<file path="src/rtl/hc595_driver.sv">
// hc595_driver: serialises a 16-bit {seg,sel} word into two cascaded 74HC595
// shift registers and latches it, refreshing continuously while en is high.
//
// Frame timing (counted from the LOAD cycle):
//   LOAD   1 cycle            : {seg,sel} captured, ds = seg[7]
//   SHIFT  16 * 2*DIV_CNT     : sh_cp low DIV_CNT cycles, then high DIV_CNT
//   LATCH  DIV_CNT cycles     : st_cp high; done marks its last cycle
// This gives 1 + 33*DIV_CNT cycles, LOAD to done inclusive.
//
// Parameters:
//   DIV_CNT  clk cycles per shift-clock half-period (1..255)
// Ports:
//   clk      system clock, rising edge
//   rst      asynchronous active-high reset
//   en       enable continuous frame refresh
//   sel      digit-select pattern, shifted last (lands in the near 595)
//   seg      segment pattern, shifted first (lands in the far 595)
//   ds       serial data to 595 DS
//   sh_cp    shift clock to 595 SH_CP
//   st_cp    storage clock to 595 ST_CP
//   busy     high whenever the FSM is not IDLE
//   done     one-cycle pulse at the end of each frame
//   oe_n     output enable to 595 OE#, present only with HC595_OE_EN defined;
//            held high until the first frame has been latched
module hc595_driver #(
  parameter int DIV_CNT = 2
) (
  input  logic       clk,
  input  logic       rst,
  input  logic       en,
  input  logic [7:0] sel,
  input  logic [7:0] seg,
  output logic       ds,
  output logic       sh_cp,
  output logic       st_cp,
  output logic       busy,
  output logic       done
`ifdef HC595_OE_EN
  ,
  output logic       oe_n
`endif
);

  typedef enum logic [1:0] {
    IDLE  = 2'd0,
    LOAD  = 2'd1,
    SHIFT = 2'd2,
    LATCH = 2'd3
  } state_e;

  // Divider terminal count, and the count one before it: done has to be
  // registered one cycle early so it lands in the last st_cp-high cycle.
  localparam logic [7:0] DIV_LAST = 8'(DIV_CNT - 1);
  localparam logic [7:0] DIV_DONE = 8'(DIV_CNT - 2);

  state_e      state_q, state_d;
  logic [15:0] sr_q, sr_d;
  logic [3:0]  bit_q, bit_d;
  logic [7:0]  div_q, div_d;
  logic        ds_q, ds_d;
  logic        sh_cp_q, sh_cp_d;
  logic        st_cp_q, st_cp_d;
  logic        busy_q, busy_d;
  logic        done_q, done_d;

  always_comb begin
    // NOTE: every signal gets a default before the case so no path leaves
    // one unassigned, which would otherwise infer a latch.
    state_d = state_q;
    sr_d    = sr_q;
    bit_d   = bit_q;
    div_d   = div_q;
    ds_d    = ds_q;
    sh_cp_d = sh_cp_q;
    st_cp_d = st_cp_q;
    done_d  = 1'b0;

    unique case (state_q)
      IDLE: begin
        ds_d    = 1'b0;
        sh_cp_d = 1'b0;
        st_cp_d = 1'b0;
        if (en) state_d = LOAD;
      end

      LOAD: begin
        sr_d    = {seg, sel};
        bit_d   = 4'd0;
        div_d   = 8'd0;
        ds_d    = seg[7];
        sh_cp_d = 1'b0;
        st_cp_d = 1'b0;
        state_d = SHIFT;
      end

      SHIFT: begin
        if (div_q == DIV_LAST) begin
          div_d = 8'd0;
          if (!sh_cp_q) begin
            sh_cp_d = 1'b1;
          end else begin
            // End of the high phase: drop the clock and present the next bit
            // together, so ds changes a full half-period before the next rise.
            sh_cp_d = 1'b0;
            sr_d    = {sr_q[14:0], 1'b0};
            ds_d    = sr_q[14];
            if (bit_q == 4'd15) begin
              state_d = LATCH;
              st_cp_d = 1'b1;
              done_d  = (DIV_CNT == 1);
            end else begin
              bit_d = bit_q + 4'd1;
            end
          end
        end else begin
          div_d = div_q + 8'd1;
        end
      end

      LATCH: begin
        if (div_q == DIV_LAST) begin
          div_d   = 8'd0;
          st_cp_d = 1'b0;
          state_d = en ? LOAD : IDLE;
        end else begin
          div_d  = div_q + 8'd1;
          done_d = (div_q == DIV_DONE);
        end
      end

      default: state_d = IDLE;
    endcase

    // busy is registered against the next state so it tracks state_q exactly.
    busy_d = (state_d != IDLE);
  end

  // NOTE: sequential state uses non-blocking assignments only, so every flop
  // samples the values computed in the previous cycle regardless of order.
  always_ff @(posedge clk or posedge rst) begin
    if (rst) begin
      state_q <= IDLE;
      sr_q    <= 16'd0;
      bit_q   <= 4'd0;
      div_q   <= 8'd0;
      ds_q    <= 1'b0;
      sh_cp_q <= 1'b0;
      st_cp_q <= 1'b0;
      busy_q  <= 1'b0;
      done_q  <= 1'b0;
    end else begin
      state_q <= state_d;
      sr_q    <= sr_d;
      bit_q   <= bit_d;
      div_q   <= div_d;
      ds_q    <= ds_d;
      sh_cp_q <= sh_cp_d;
      st_cp_q <= st_cp_d;
      busy_q  <= busy_d;
      done_q  <= done_d;
    end
  end

  assign ds    = ds_q;
  assign sh_cp = sh_cp_q;
  assign st_cp = st_cp_q;
  assign busy  = busy_q;
  assign done  = done_q;

`ifdef HC595_OE_EN
  // Outputs stay disabled until valid data has been latched once, so the
  // display never shows the 595s' power-up contents.
  logic oe_n_q, oe_n_d;

  always_comb begin
    oe_n_d = done_q ? 1'b0 : oe_n_q;
  end

  always_ff @(posedge clk or posedge rst) begin
    if (rst) oe_n_q <= 1'b1;
    else     oe_n_q <= oe_n_d;
  end

  assign oe_n = oe_n_q;
`endif

endmodule

</file>
<file path="config.mk">
export PLATFORM = sky130hd
export DESIGN_NAME = hc595_driver
export DESIGN_NICKNAME = d
export VERILOG_FILES = /design/src/rtl/hc595_driver.sv
export SDC_FILE = /design/constraint.sdc
export NUM_CORES = 1
export LEC_CHECK = 0
export BUFFER_PORTS_ARGS = -buffer_cell sky130_fd_sc_hd__buf_2
export CAP_MARGIN = 5
export CORE_MARGIN = 10
export CORE_UTILIZATION = 45
export DETAILED_ROUTE_END_ITERATION = 8
export PLACE_DENSITY_LB_ADDON = 0.08
export SYNTH_ARGS = -nofsm -noshare
export SYNTH_HDL_FRONTEND = slang
export SYNTH_SLANG_ARGS = --single-unit
</file>
<file path="constraint.sdc">
create_clock -name clk -period 4.4 [get_ports clk]
set_clock_uncertainty 0.1 [all_clocks]
set_input_delay 0 -clock clk [delete_from_list [all_inputs] [get_ports clk]]
set_output_delay 0 -clock clk [all_outputs]
set_load 0.01 [all_outputs]
</file>
# Yosys cells after proc, flatten, opt, wreduce, memory -nomap -nowiden

Cells that the tools add are included.

Bits of input ports: 19
Flip-flop bits (word level): 34

Add/sub/neg operators: 2
Multiplexer cells: 29
Eq/ne operators: 10
Reductions and logical operators: 14

Operators with widths:

| operator                                                               | number |
|---|---|
| 15-bit two-way mux                                                     | 2 |
| 15-bit one-hot mux with 2 select lines                                 | 1 |
| 8-bit one-hot mux with 2 select lines                                  | 1 |
| 4-bit two-way mux                                                      | 3 |
| 1-bit two-way mux                                                      | 11 |
| 2-bit two-way mux                                                      | 5 |
| 2-bit inequality test (second input constant)                          | 5 |
| 8-bit by 1-bit adder with 8-bit output (second input constant)         | 1 |
| 8-bit by 1-bit equality test with 1-bit output (second input constant) | 1 |
| 8-bit logical NOT                                                      | 1 |
| 8-bit two-way mux                                                      | 1 |
| 2-bit one-hot mux with 4 select lines                                  | 1 |
| 4-bit one-hot mux with 2 select lines                                  | 1 |
| 4-bit AND reduction                                                    | 2 |
| 2-bit nonzero test                                                     | 4 |
| 1-bit one-hot mux with 3 select lines                                  | 2 |
| 3-bit AND reduction                                                    | 2 |
| 4-bit by 1-bit adder with 4-bit output (second input constant)         | 1 |
| 2-bit equality test (second input constant)                            | 2 |
| 4-bit equality test (second input constant)                            | 1 |
| 2-bit OR reduction                                                     | 2 |
| 3-bit nonzero test                                                     | 1 |
| 2-bit by 1-bit equality test with 1-bit output (second input constant) | 1 |
| 2-bit logical NOT                                                      | 1 |
| other kinds (2)                                                        | 2 |

# Logic depth before layout (Yosys ltp)

Depth after elaboration: 6
Depth in mapped cells: 7

# Worst setup path after synthesis

OpenSTA, ideal clock, no wires.

Kind: register -> register
Start: register div_q[0]
End: register sr_q[11]
Period minus slack after synthesis: 1849 ps
Slack: 2551 ps
Arrival time: 1614 ps
Stages on the path, launching flop included: 6
Required time: 4165 ps
Path buffers: 1
Cells stage by stage: dfrtp_1 ha_1 and4bb_1 a31oi_2 clkbuf_1 o21ai_0

Word-level cells in the longest chain between the ends: 3

Ends and longest elaborated chain:

| what                                           | RTL line | source |
|---|---|---|
| start: declaration                             | 59       | `logic [7:0] div_q, div_d;` |
| start signal: assignment                       | 155      | `div_q <= div_d;` |
| 8-bit by 1-bit equality test with 1-bit output | 97       | `if (div_q == DIV_LAST) begin` |
| 2-bit inequality test (no source line)         | --       |  |
| 3-bit AND reduction (no source line)           | --       |  |
| end signal: assignment                         | 153      | `sr_q <= sr_d;` |
| end: declaration                               | 57       | `logic [15:0] sr_q, sr_d;` |

Every way passes these cells.
A chain may end at the register's enable or synchronous reset.

# Worst setup path in the final report

Start: register state_q[0]
End: register sr_q[13]

Word-level cells in the longest chain between the ends: 3

Ends and longest elaborated chain:

| what                                                                                         | RTL line | source |
|---|---|---|
| start: declaration                                                                           | 56       | `state_e state_q, state_d;` |
| start signal: assignment                                                                     | 152      | `state_q <= state_d;` |
| 2-bit equality test / 2-bit by 1-bit equality test with 1-bit output (equally long branches) | 78       | `unique case (state_q)` |
| 2-bit inequality test (no source line) / 2-bit nonzero test (equally long branches)          | --       |  |
| 3-bit AND reduction (no source line)                                                         | --       |  |

Parallel ways exist; a longest one is shown, timed or not.

==> flow_metrics.tcl <==
set metrics [dict create \
    dieArea_sq_um 6870 \
    grt_pass1_vias 1524 \
    setup_tns_ns 0 \
    ys_ff_latch 34 \
    clk_pin_slew_ns 0.06 \
    crit_slowest_cell "ha_1" \
    cpLargestDelayFamily "compound AO/OA/AOI/OAI gates" \
    cts_root_buf "clkbuf_8" \
    whs_endpoint "state_q[0]$_DFF_PP0_" \
    finalPower_mw 1.14 \
    synthTopCellsByArea "dfrtp_1 48%, mux2i_1 8.4%, ha_1 6.3%" \
    clock-sinks 34 \
    holdWs_ns 0.0179 \
    yosysWarnings 0 \
    die_width_um 82.9 \
    post_cts_buffers 0 \
    reg2reg_slack_ns 1.27 \
    grt_usage_pct 11.3 \
    area.growth.synth_to_final_pct 22.5 \
    vias_per_cell 5.38 \
    dpl.hpwl_um 2660 \
    overflow 0 \
    clk_latency_ns 0.28 \
    worstMarginPinSlew_ns 1.09 \
    cts_buffers 5 \
    syn_avg_cell_area_sq_um 9.83 \
    nNetsFinal 252 \
    drt-pass1-iter-count 4 \
    ys_seq_area_share_pct 47.8 \
    rr_endpoint "sr_q[13]$_DFFE_PP0P_" \
    synthesis.nets 209 \
    path_cells "inv_1 > ha_1 > nor2b_1 > a31oi_2 > o21ai_0" \
    routabilityCongestion 0.880 \
    final_cell_area_sq_um 2180 \
    cts_buffer_depth 2 \
    wl_per_cell_um 14.0 \
    remaining_drc_errors 0 \
    cts_tree "yes" \
    worstPathRequired_ns 4.41 \
    antenna_found_initial 0 \
    diodes 0 \
    grt_pass1_wl_um 6730 \
    cp-start-kind "register" \
    rsz0062_at_grt "false" \
    reg2regPathDepth 5 \
    synth_area_leader_cell "dfrtp_1" \
    grt_start_max_net_pins 35 \
    crit_fanout 28 \
    slowest_delay_ns 0.89 \
    p_leak_nw 1.01 \
    synth-async-reset-ratio_pct 100 \
    finalHoldViolCount 0 \
    peakVddDrop_mv 0.287 \
    num_rows 22 \
    htreeDepth 2 \
    die_y_um 82.9 \
    finalCritPeriodShare_pct 71.1 \
    core_sq_um 3740 \
    critical_path_class "reg2reg" \
    finalSetupViolations 0 \
    fin_crit_ns 3.13 \
    synth_top_area_share_pct 47.8 \
    maxCapViolations 0 \
    path_buf_inv 1 \
    crit_arrival_ns 3.14 \
    whs_path_depth 4 \
    max_freq_mhz 320 \
    powerDensity_nw_per_um2 524 \
    fin_util_pct 58.2 \
    synth_cells 181 \
    drv_slew 0 \
    first_iter_violations 122 \
    synth_cell_types 36 \
    synth_edf_count 0 \
    critPathCaptureType "register" \
    synth_area_sq_um 1780 \
    hp-class "in2reg" \
    vias 1463 \
    final_antenna_net_count 0 \
    outcome "finished clean" \
    drive_above_1_share_pct 15.6 \
    maxSlewHeadroom_pct 27.5 \
    r2r-start "state_q[0]$_DFF_PP0_" \
    io_buffer_count 23 \
    placed_area_sq_um 1940 \
    wirelength_um 3800 \
    num_io_pins 24 \
    synth_top_flop_cell "dfrtp_1" \
    hold_path.startpoint "en" \
    start_util_pct 47.5 \
]
==> cell usage in the layout, fill, tap and decap left out, drive strengths merged, types with 2 or more instances in the layout <==
cell type | Yosys | final
nor2b | 2 | 2
o22ai | 2 | 2
xor2 | 2 | 2
nor2 | 13 | 13
ha | 9 | 9
nand2 | 30 | 30
o21ai | 22 | 22
dfrtp | 34 | 34
nor3 | 2 | 2
a31oi | 2 | 2
mux2i | 15 | 15
clkbuf | 1 | 7
nand4 | 6 | 6
and3 | 3 | 3
xnor2 | 4 | 4
nand3 | 7 | 7
inv | 7 | 7
buf | 3 | 24
dlygate4sd3 | 0 | 16
a21oi | 4 | 4
==> logic make-up (layout without fill, tap and decap cells) <==
kind of cell	Yosys count	after routing	share of synthesized area, %
AO/OA/AOI/OAI	35	35	11.5
XOR/XNOR	6	6	2.95
adder cells (fa/ha/maj)	9	9	6.33
buffers and inverters	11	54	2.53
flip-flops	34	34	47.8
multiplexers	15	15	8.44
AND/OR/NAND/NOR	71	71	20.4
==> worst reg2reg max path, delay by kind of cell, from the launching register on <==
| family | cells | cell delay (ns) |
|---|---|---|
| AOI/OAI and AO/OA | 2 | 1.13 |
| adders and majority gates | 1 | 0.90 |
| DFF | 1 | 0.44 |
| and+or+nand+nor | 1 | 0.25 |
| buffers and inverters | 1 | 0.14 |
==> through the flow <==
stage	setup slack, ns	instances
finish	1.27	272
global route	1.00	272
CTS	1.25	272
detailed placement	1.27	249
global placement	1.48	249
floorplan	2.55	181
==> per-layer routing <==
metal / global-route usage (%) / part of all wire, % / wire length, um / vias up
met5: 0 / 0 / 0 / -
met4: 4.92 / 0.95 / 36 / 0
met3: 3.13 / 4.9 / 187 / 4
met2: 18.5 / 49 / 1860 / 36
met1: 13.5 / 45 / 1720 / 703
li1: - / - / - / 720
==> repair_timing <==
action | CTS | global route
hold buffers | 16 | 0
gates resized for setup | 0 | 0
endpoints found under the hold margin | 49 | 0
==> report_power, final <==
group / internal [mW] / leakage (nW) / switching [mW]
Clock: 0.109 / 0.0383 / 0.107
Combinational: 0.183 / 0.531 / 0.267
Sequential: 0.412 / 0.444 / 0.0646
==> final cells by class <==
cell class	count	area, sq um
repair buffers	40	283
fillers	351	1560
flip-flops and latches	34	851
multi-input cells	136	883
well taps	48	60.1
inverters	7	26.3
clock buffers	7	76.3
==> how the worst max path moves through the flow <==
stage,from,to,slack (ns),cells after the start
finish,state_q[0]$_DFF_PP0_,sr_q[13]$_DFFE_PP0P_,1.27,5
global route,state_q[0]$_DFF_PP0_,sr_q[13]$_DFFE_PP0P_,1.00,5
CTS,state_q[0]$_DFF_PP0_,sr_q[13]$_DFFE_PP0P_,1.25,5
detailed placement,state_q[0]$_DFF_PP0_,sr_q[13]$_DFFE_PP0P_,1.27,5
global placement,state_q[0]$_DFF_PP0_,sr_q[4]$_DFFE_PP0P_,1.48,5
floorplan,div_q[0]$_DFFE_PP0N_,sr_q[11]$_DFFE_PP0P_,2.55,5
==> flip-flops by register name, summed over array words and instances, names as in the netlist <==
| name | flops |
|---|---|
| busy | 1 |
| bit_q | 4 |
| done | 1 |
| div_q | 8 |
| sr_q | 15 |
| ds | 1 |
| state_q | 2 |
| sh_cp | 1 |
| st_cp | 1 |
==> cell usage after synthesis, types with 2 or more instances <==
master,instances
nor2b_1,2
o21ai_1,2
buf_2,3
and3_2,2
nand4_1,5
mux2i_1,15
o22ai_1,2
dfrtp_1,34
o21ai_0,20
nor2_1,13
a21oi_1,4
inv_1,7
nand2_1,30
nand3_1,7
nor3_1,2
xor2_1,2
xnor2_1,4
ha_1,9
No activity file was read; power rests on OpenSTA's default activity.
